[config.mk]
export PLATFORM = sky130hd
export DESIGN_NAME = rf_dump_reader
export DESIGN_NICKNAME = d
export VERILOG_FILES = /design/src/rtl/rf_dump_reader.sv
export SDC_FILE = /design/constraint.sdc
export NUM_CORES = 1
export LEC_CHECK = 0
export CAP_MARGIN = 20
export CORE_AREA = 8 8 109 111
export DETAILED_ROUTE_END_ITERATION = 12
export DIE_AREA = 0 0 117 119
export PLACE_DENSITY_LB_ADDON = 0.2
export SETUP_SLACK_MARGIN = 0.5
export SYNTH_ARGS = -nofsm -noshare
export SYNTH_HDL_FRONTEND = slang
export SYNTH_SLANG_ARGS = --single-unit
[constraint.sdc]
create_clock -name CLK -period 2.95 [get_ports CLK]
set_clock_uncertainty 0.05 [all_clocks]
set_input_delay 0.4425 -clock CLK [delete_from_list [all_inputs] [get_ports CLK]]
set_output_delay 0.4425 -clock CLK [all_outputs]
set_load 0.05 [all_outputs]
[src/rtl/rf_dump_reader.sv]
// Sequential register-file dump reader: walks an address range through one RF read port and
// streams {address, data} words over valid/ready while keeping a running 32-bit checksum.
module rf_dump_reader #(
    parameter int unsigned ADDR_W  = 5,
    parameter int unsigned DATA_W  = 32,
    parameter bit          SKIP_R0 = 1'b1
) (
    input  logic              CLK,
    input  logic              RST,
    input  logic              Start,
    input  logic [ADDR_W-1:0] FirstAddr,
    input  logic [ADDR_W-1:0] LastAddr,
    output logic [ADDR_W-1:0] Ard,
    input  logic [DATA_W-1:0] RdData,
    output logic              OutValid,
    input  logic              OutReady,
    output logic [ADDR_W-1:0] OutAddr,
    output logic [DATA_W-1:0] OutData,
    output logic [DATA_W-1:0] Checksum,
    output logic              Busy,
    output logic              Done,
    output logic              Err
);

    typedef enum logic [1:0] {
        StIdle,
        StFetch,
        StSend,
        StFin
    } state_e;

    state_e              r_state;
    logic [ADDR_W-1:0]   r_cur;
    logic [ADDR_W-1:0]   r_last;
    logic                r_out_valid;
    logic [ADDR_W-1:0]   r_out_addr;
    logic [DATA_W-1:0]   r_out_data;
    logic [DATA_W-1:0]   r_checksum;
    logic                r_err;

    state_e              w_state_nxt;
    logic [ADDR_W-1:0]   w_cur_nxt;
    logic [ADDR_W-1:0]   w_last_nxt;
    logic                w_out_valid_nxt;
    logic [ADDR_W-1:0]   w_out_addr_nxt;
    logic [DATA_W-1:0]   w_out_data_nxt;
    logic [DATA_W-1:0]   w_checksum_nxt;
    logic                w_err_nxt;
    logic [ADDR_W-1:0]   w_first_eff;
    logic                w_skip_all;
    logic                w_at_end;

    // Register 0 is hard-wired zero, so the walk starts at 1 when skipping it.
    assign w_first_eff = (SKIP_R0 && (FirstAddr == '0)) ? ADDR_W'(1) : FirstAddr;
    assign w_skip_all  = SKIP_R0 && (LastAddr == '0);
    assign w_at_end    = (r_cur == r_last) || (r_cur == '1);

    always_comb begin
        w_state_nxt     = r_state;
        w_cur_nxt       = r_cur;
        w_last_nxt      = r_last;
        w_out_valid_nxt = r_out_valid;
        w_out_addr_nxt  = r_out_addr;
        w_out_data_nxt  = r_out_data;
        w_checksum_nxt  = r_checksum;
        w_err_nxt       = 1'b0;

        unique case (r_state)
            StIdle: begin
                if (Start) begin
                    if (FirstAddr > LastAddr) begin
                        w_err_nxt = 1'b1;
                    end else begin
                        w_cur_nxt      = w_first_eff;
                        w_last_nxt     = LastAddr;
                        w_checksum_nxt = '0;
                        w_state_nxt    = w_skip_all ? StFin : StFetch;
                    end
                end
            end
            StFetch: begin
                w_out_data_nxt  = RdData;
                w_out_addr_nxt  = r_cur;
                w_out_valid_nxt = 1'b1;
                w_state_nxt     = StSend;
            end
            StSend: begin
                if (r_out_valid && OutReady) begin
                    w_checksum_nxt  = r_checksum + r_out_data;
                    w_out_valid_nxt = 1'b0;
                    if (w_at_end) begin
                        w_state_nxt = StFin;
                    end else begin
                        w_cur_nxt   = r_cur + ADDR_W'(1);
                        w_state_nxt = StFetch;
                    end
                end
            end
            StFin: begin
                w_state_nxt = StIdle;
            end
            default: begin
                w_state_nxt = StIdle;
            end
        endcase
    end

    always_ff @(posedge CLK) begin
        if (RST) begin
            r_state     <= StIdle;
            r_cur       <= '0;
            r_last      <= '0;
            r_out_valid <= 1'b0;
            r_out_addr  <= '0;
            r_out_data  <= '0;
            r_checksum  <= '0;
            r_err       <= 1'b0;
        end else begin
            r_state     <= w_state_nxt;
            r_cur       <= w_cur_nxt;
            r_last      <= w_last_nxt;
            r_out_valid <= w_out_valid_nxt;
            r_out_addr  <= w_out_addr_nxt;
            r_out_data  <= w_out_data_nxt;
            r_checksum  <= w_checksum_nxt;
            r_err       <= w_err_nxt;
        end
    end

    assign Ard      = r_cur;
    assign OutValid = r_out_valid;
    assign OutAddr  = r_out_addr;
    assign OutData  = r_out_data;
    assign Checksum = r_checksum;
    assign Busy     = (r_state == StFetch) || (r_state == StSend);
    assign Done     = (r_state == StFin);
    assign Err      = r_err;

endmodule

[Yosys cells after proc, flatten, opt, wreduce, memory -nomap -nowiden]
Index checks and enable logic that the tools add are counted.
Storage, ports and cells
  register bits after elaboration: 83
  bits in latches: 0
  RAM bits: 0
  memory bits (read-only): 0
  output and inout port bits: 78
  word-level logic and storage cells: 56
  memories kept: 0
Operators by class
  add/sub/neg operators: 2
  multiply operators: 0
  divide/modulo/power cells: 0
  order comparisons: 1
  equal/unequal tests: 9
  shift-type cells: 0
  muxes and demuxes: 19
  bitwise gates (word level): 3
  reductions and logical operators: 14
Operators by type and width (number)
  $mux W32: 3
  $pmux W32 S2: 1
  $add A32 B32 Y32: 1
  $mux W5: 5
  $logic_not A5 Y1: 2
  $mux W2: 5
  $pmux W5 S2: 1
  $ne A2 B2 Y1 const B: 4
  $pmux W2 S4: 1
  $reduce_and A3 Y1: 2
  $add A5 B1 Y5 const B: 1
  $eq A5 B5 Y1: 1
  $eq A5 B5 Y1 const B: 1
  $gt A5 B5 Y1: 1
  $reduce_and A5 Y1: 1
  $eq A2 B2 Y1 const B: 2
  $reduce_and A4 Y1: 1
  $reduce_bool A2 Y1: 2
  $not A1 Y1: 3
  $reduce_or A3 Y1: 1
  $eq A2 B1 Y1 const B: 1
  $logic_not A2 Y1: 1
  $logic_or A1 B1 Y1: 2
  $mux W1: 2
  3 further kinds: 3

[Longest topological paths before layout]
  depth after elaboration: 5
  mapped depth: 13

[Worst setup path after synthesis]
Ideal clock, no wire load.
  path type: register -> register
  start point: register r_checksum[0] (netlist: Checksum[0])
  end point: register r_checksum[26] (netlist: Checksum[26])
  setup time: 0.117 ns
  data arrival time: 2.718 ns
  data required time: 2.783 ns
  slack: 0.065 ns
  cell stages (with the launch flop): 13
  clock period less this slack: 2.885 ns
  cells stage by stage: dfxtp_1 ha_1 inv_1 fa_1 nor2b_1 o21a_1 o21ai_1 a21oi_2 o31ai_2 o31a_1 o21ai_1 xor2_1 a22o_1
On the way
  cells in the longest elaborated chain, start to end: 3
RTL lines
  from (decl): RTL line 38  | logic [DATA_W-1:0] r_checksum;
  from (signal assigned): RTL line 125  | r_checksum <= w_checksum_nxt;
  $add A32 B32 Y32: RTL line 89  | w_checksum_nxt = r_checksum + r_out_data;
  $mux W32: RTL line 88  | if (r_out_valid && OutReady) begin
  $pmux W32 S2: RTL line 68  | unique case (r_state)
No other way between the ends. The select of a mux whose other input is x is not followed.
A chain may end at the register's enable or synchronous reset.

[Final worst setup path]
  start point: register r_checksum[0] (netlist: Checksum[0])
  end point: register r_checksum[22] (netlist: Checksum[22])
The elaborated chain is that of the path after synthesis.

==> out/metrics.cfg <==
[layout]
final_util = 0.727
drive_gt1_frac = 0.262
area_delta_synth_final_pct = 49.7
fill_cells = 775
post-route-cell-area_um2 = 7340
diodes = 0
layoutNonFillerInstCount = 853
final_nets = 801

[route]
vias_per_cell = 5.54
routedWlPerCell_um = 17.4
first_pass_iters = 5
drt-initial-drc-count = 229
vias = 4725
finalWirelength_um = 14800
ant_nets = 0
drc = 0

[yosys]
syn_area_um2 = 4910
synth_edf_count = 0
synthArstFlopShare = 0
synth_seq_area_share = 0.339
syn_inst = 563
ys_warn_count = 0
syn_area_per_cell_um2 = 8.71
syn-num-nets = 652
ys_seq_elements = 83
yosysUniqueCellTypes = 63
synthFlopType = dfxtp_1

[timing]
setup_viol = 0
layout_min_cycle_time_ps = 2500
fmax_mhz = 400
hold_violations = 0
worst-slew-pin-transition_ps = 683
slew_viol_final = 0
whs_ps = 357
max-slew-margin-rel = 0.545
fin_ws_ps = 452
period_share = 0.847
fin_setup_tns_ps = 0
rsz0062_at_grt = yes

[min_path]
worstHoldStart = LastAddr[4]
hold_path_end = r_last[4]
whs_path_depth = 3
hp-class = input pin to flip-flop

[pwr]
vdd_drop_max_v = 0.000306
powerDensity_nw_per_um2 = 443
total_power_mw = 3.25
p_leak_nw = 2.97

[worst_setup_path]
cp_num_buf_inv = 2
regToRegStartpoint = Checksum[0]
cp_cell_sequence = ha_4, inv_2, fa_2, nor2b_1, o21a_1, o21ai_4, a21oi_4, o31ai_4, o31a_1, buf_4, xnor2_1, a22o_1
critPathLaunchType = flip-flop
r2r_cells = 12
crit_family = compound AO/OA/AOI/OAI gates
cp_max_fo = 3
cpMaxStageDelayCell = dfxtp_4
crit_type = flip-flop to flip-flop
r2r_slack_ps = 450
r2r_end = Checksum[22]
cp.arrival_ps = 2710
cp.required_ps = 3160
end_kind = flip-flop
cpPeakStageDelay_ps = 370

[clocking]
cts_sinks = 83
cts-root-buf = clkbuf_8
htree_levels = 3
cts_tree = done
clockBufferDepth = 2
insertion_delay_ps = 360
cts_inserted_buffers = 9
hold_buffers = 0
path_clk_slew_ps = 90

[placed_design]
gp_congestion = 0.946
portBuffers = 123
dpl_worst_slack_ps = -46.2
dp.cells = 809
placed_cell_area_um2 = 6490
dp_hpwl_um = 10400

[floorplan]
fp.coreArea_um2 = 10100
ios = 124
num_rows = 37
die_height_um = 119
die_area_um2 = 13900
start_util = 0.486
die_w_um = 117

[run_status]
status = completed

[global_route]
first_global_vias = 4823
antenna_found_initial = 0
grt_pass1_wl_um = 23400
grt_overflow_total = 0
grt_use_total = 0.206
grt_max_degree = 39

[job]
drv_cap = 0

-- registers in the layout, summed over array words and instances, names as in the netlist --
name      cells
OutData      32
Err           1
OutAddr       5
r_state       2
r_last        5
Checksum     32
OutValid      1
Ard           5
-- worst max path at each step --
stage / from / to / slack, ps / cells after the start
after floorplan: Checksum[0] / Checksum[26] / 470 / 12
after global placement: LastAddr[1] / Checksum[29] / 50 / 14
after detailed placement: LastAddr[1] / Checksum[29] / -50 / 14
after CTS: OutData[14] / Checksum[29] / 440 / 10
after global routing: Checksum[0] / Checksum[22] / 360 / 12
final: Checksum[0] / Checksum[22] / 450 / 12
-- Yosys cell counts, types with 3 or more instances --
cell	instances	share of area
a21o_1	15	0.023
a21oi_1	46	0.047
a22o_1	13	0.023
a22oi_1	14	0.021
and2_1	3	0.0038
and3_1	6	0.0077
buf_1	4	0.0031
buf_2	8	0.0082
clkbuf_1	14	0.011
dfxtp_1	83	0.34
ha_1	42	0.11
inv_1	19	0.015
mux2i_1	39	0.080
nand2_1	33	0.025
nand2b_1	3	0.0038
nand3_1	7	0.0071
nand4_1	4	0.0051
nor2_1	78	0.060
nor2b_1	4	0.0051
nor3_1	8	0.0082
o2111ai_1	3	0.0054
o21a_1	4	0.0061
o21ai_0	15	0.015
o21ai_1	14	0.014
o21bai_1	4	0.0061
o22ai_1	3	0.0038
or3_1	4	0.0051
xnor2_1	17	0.030
xor2_1	14	0.025
-- worst min-delay path, stage by stage --
cell	delay (ps)
dlymetal6s2s_1	150
nand2_1	70
a21oi_1	50
-- cell usage in the layout, fill, tap and decap left out, types with 4 or more instances in the layout --
cell	count
clkbuf_8	10
a21o_1	15
clkdlybuf4s50_1	118
a22oi_1	9
xor2_1	14
mux2i_1	39
dfxtp_2	37
dlymetal6s2s_1	4
nand3_1	7
o21ai_0	12
xnor2_1	17
a22o_1	13
nand4_1	4
and3_1	4
o21a_1	4
ha_1	24
ha_4	13
ha_2	5
nor2_1	77
dfxtp_4	16
o21ai_4	5
inv_1	18
dfxtp_1	30
buf_4	38
a21oi_2	10
nor3_1	5
o21ai_2	5
a21oi_1	36
o21ai_1	9
a22oi_2	5
nand2_1	30
-- final cells by class --
cell class,count,area (µm²),share of cell area
Clock buffer,13,191,0.0261
Clock inverter,3,25.0,0.00341
Inverter,20,75.1,0.0102
Multi-Input combinational cell,433,3520,0.479
Sequential cell,83,1770,0.241
Tap cell,136,170,0.0232
Timing Repair Buffer,165,1590,0.217
-- logic make-up after synthesis --
group,synth area share
AND/OR/NAND/NOR,0.147
AO/OA/AOI/OAI,0.228
multiplexers,0.0796
flip-flops,0.339
XOR/XNOR,0.0553
buffers and inverters,0.0395
adder cells (fa/ha/maj),0.111
-- report_power, final --
part	internal (mW)	total, mW	switching, mW
Clock	0.437	0.880	0.443
Combinational	0.456	1.10	0.641
Sequential	1.19	1.28	0.0841
-- routing by layer --
metal  vias up  global-route usage  routed length (µm)  share of wire
li1       2324                   -                   -              -
met1      2243               0.238                6180           0.42
met2       136               0.357                7430           0.50
met3        22              0.0505                 968          0.065
met4         0              0.0737                 267          0.018
met5         -                   0                   0              0
-- timing repair --
action | in CTS | in global routing
buffers inserted | 21 | 7
endpoints found under the setup margin | 34 | 39
endpoints found under the hold margin | 0 | 0
gates resized for setup | 43 | 37
cloned | 0 | 0
pin swaps | 25 | 30
Power figures use the tool's default switching activity.
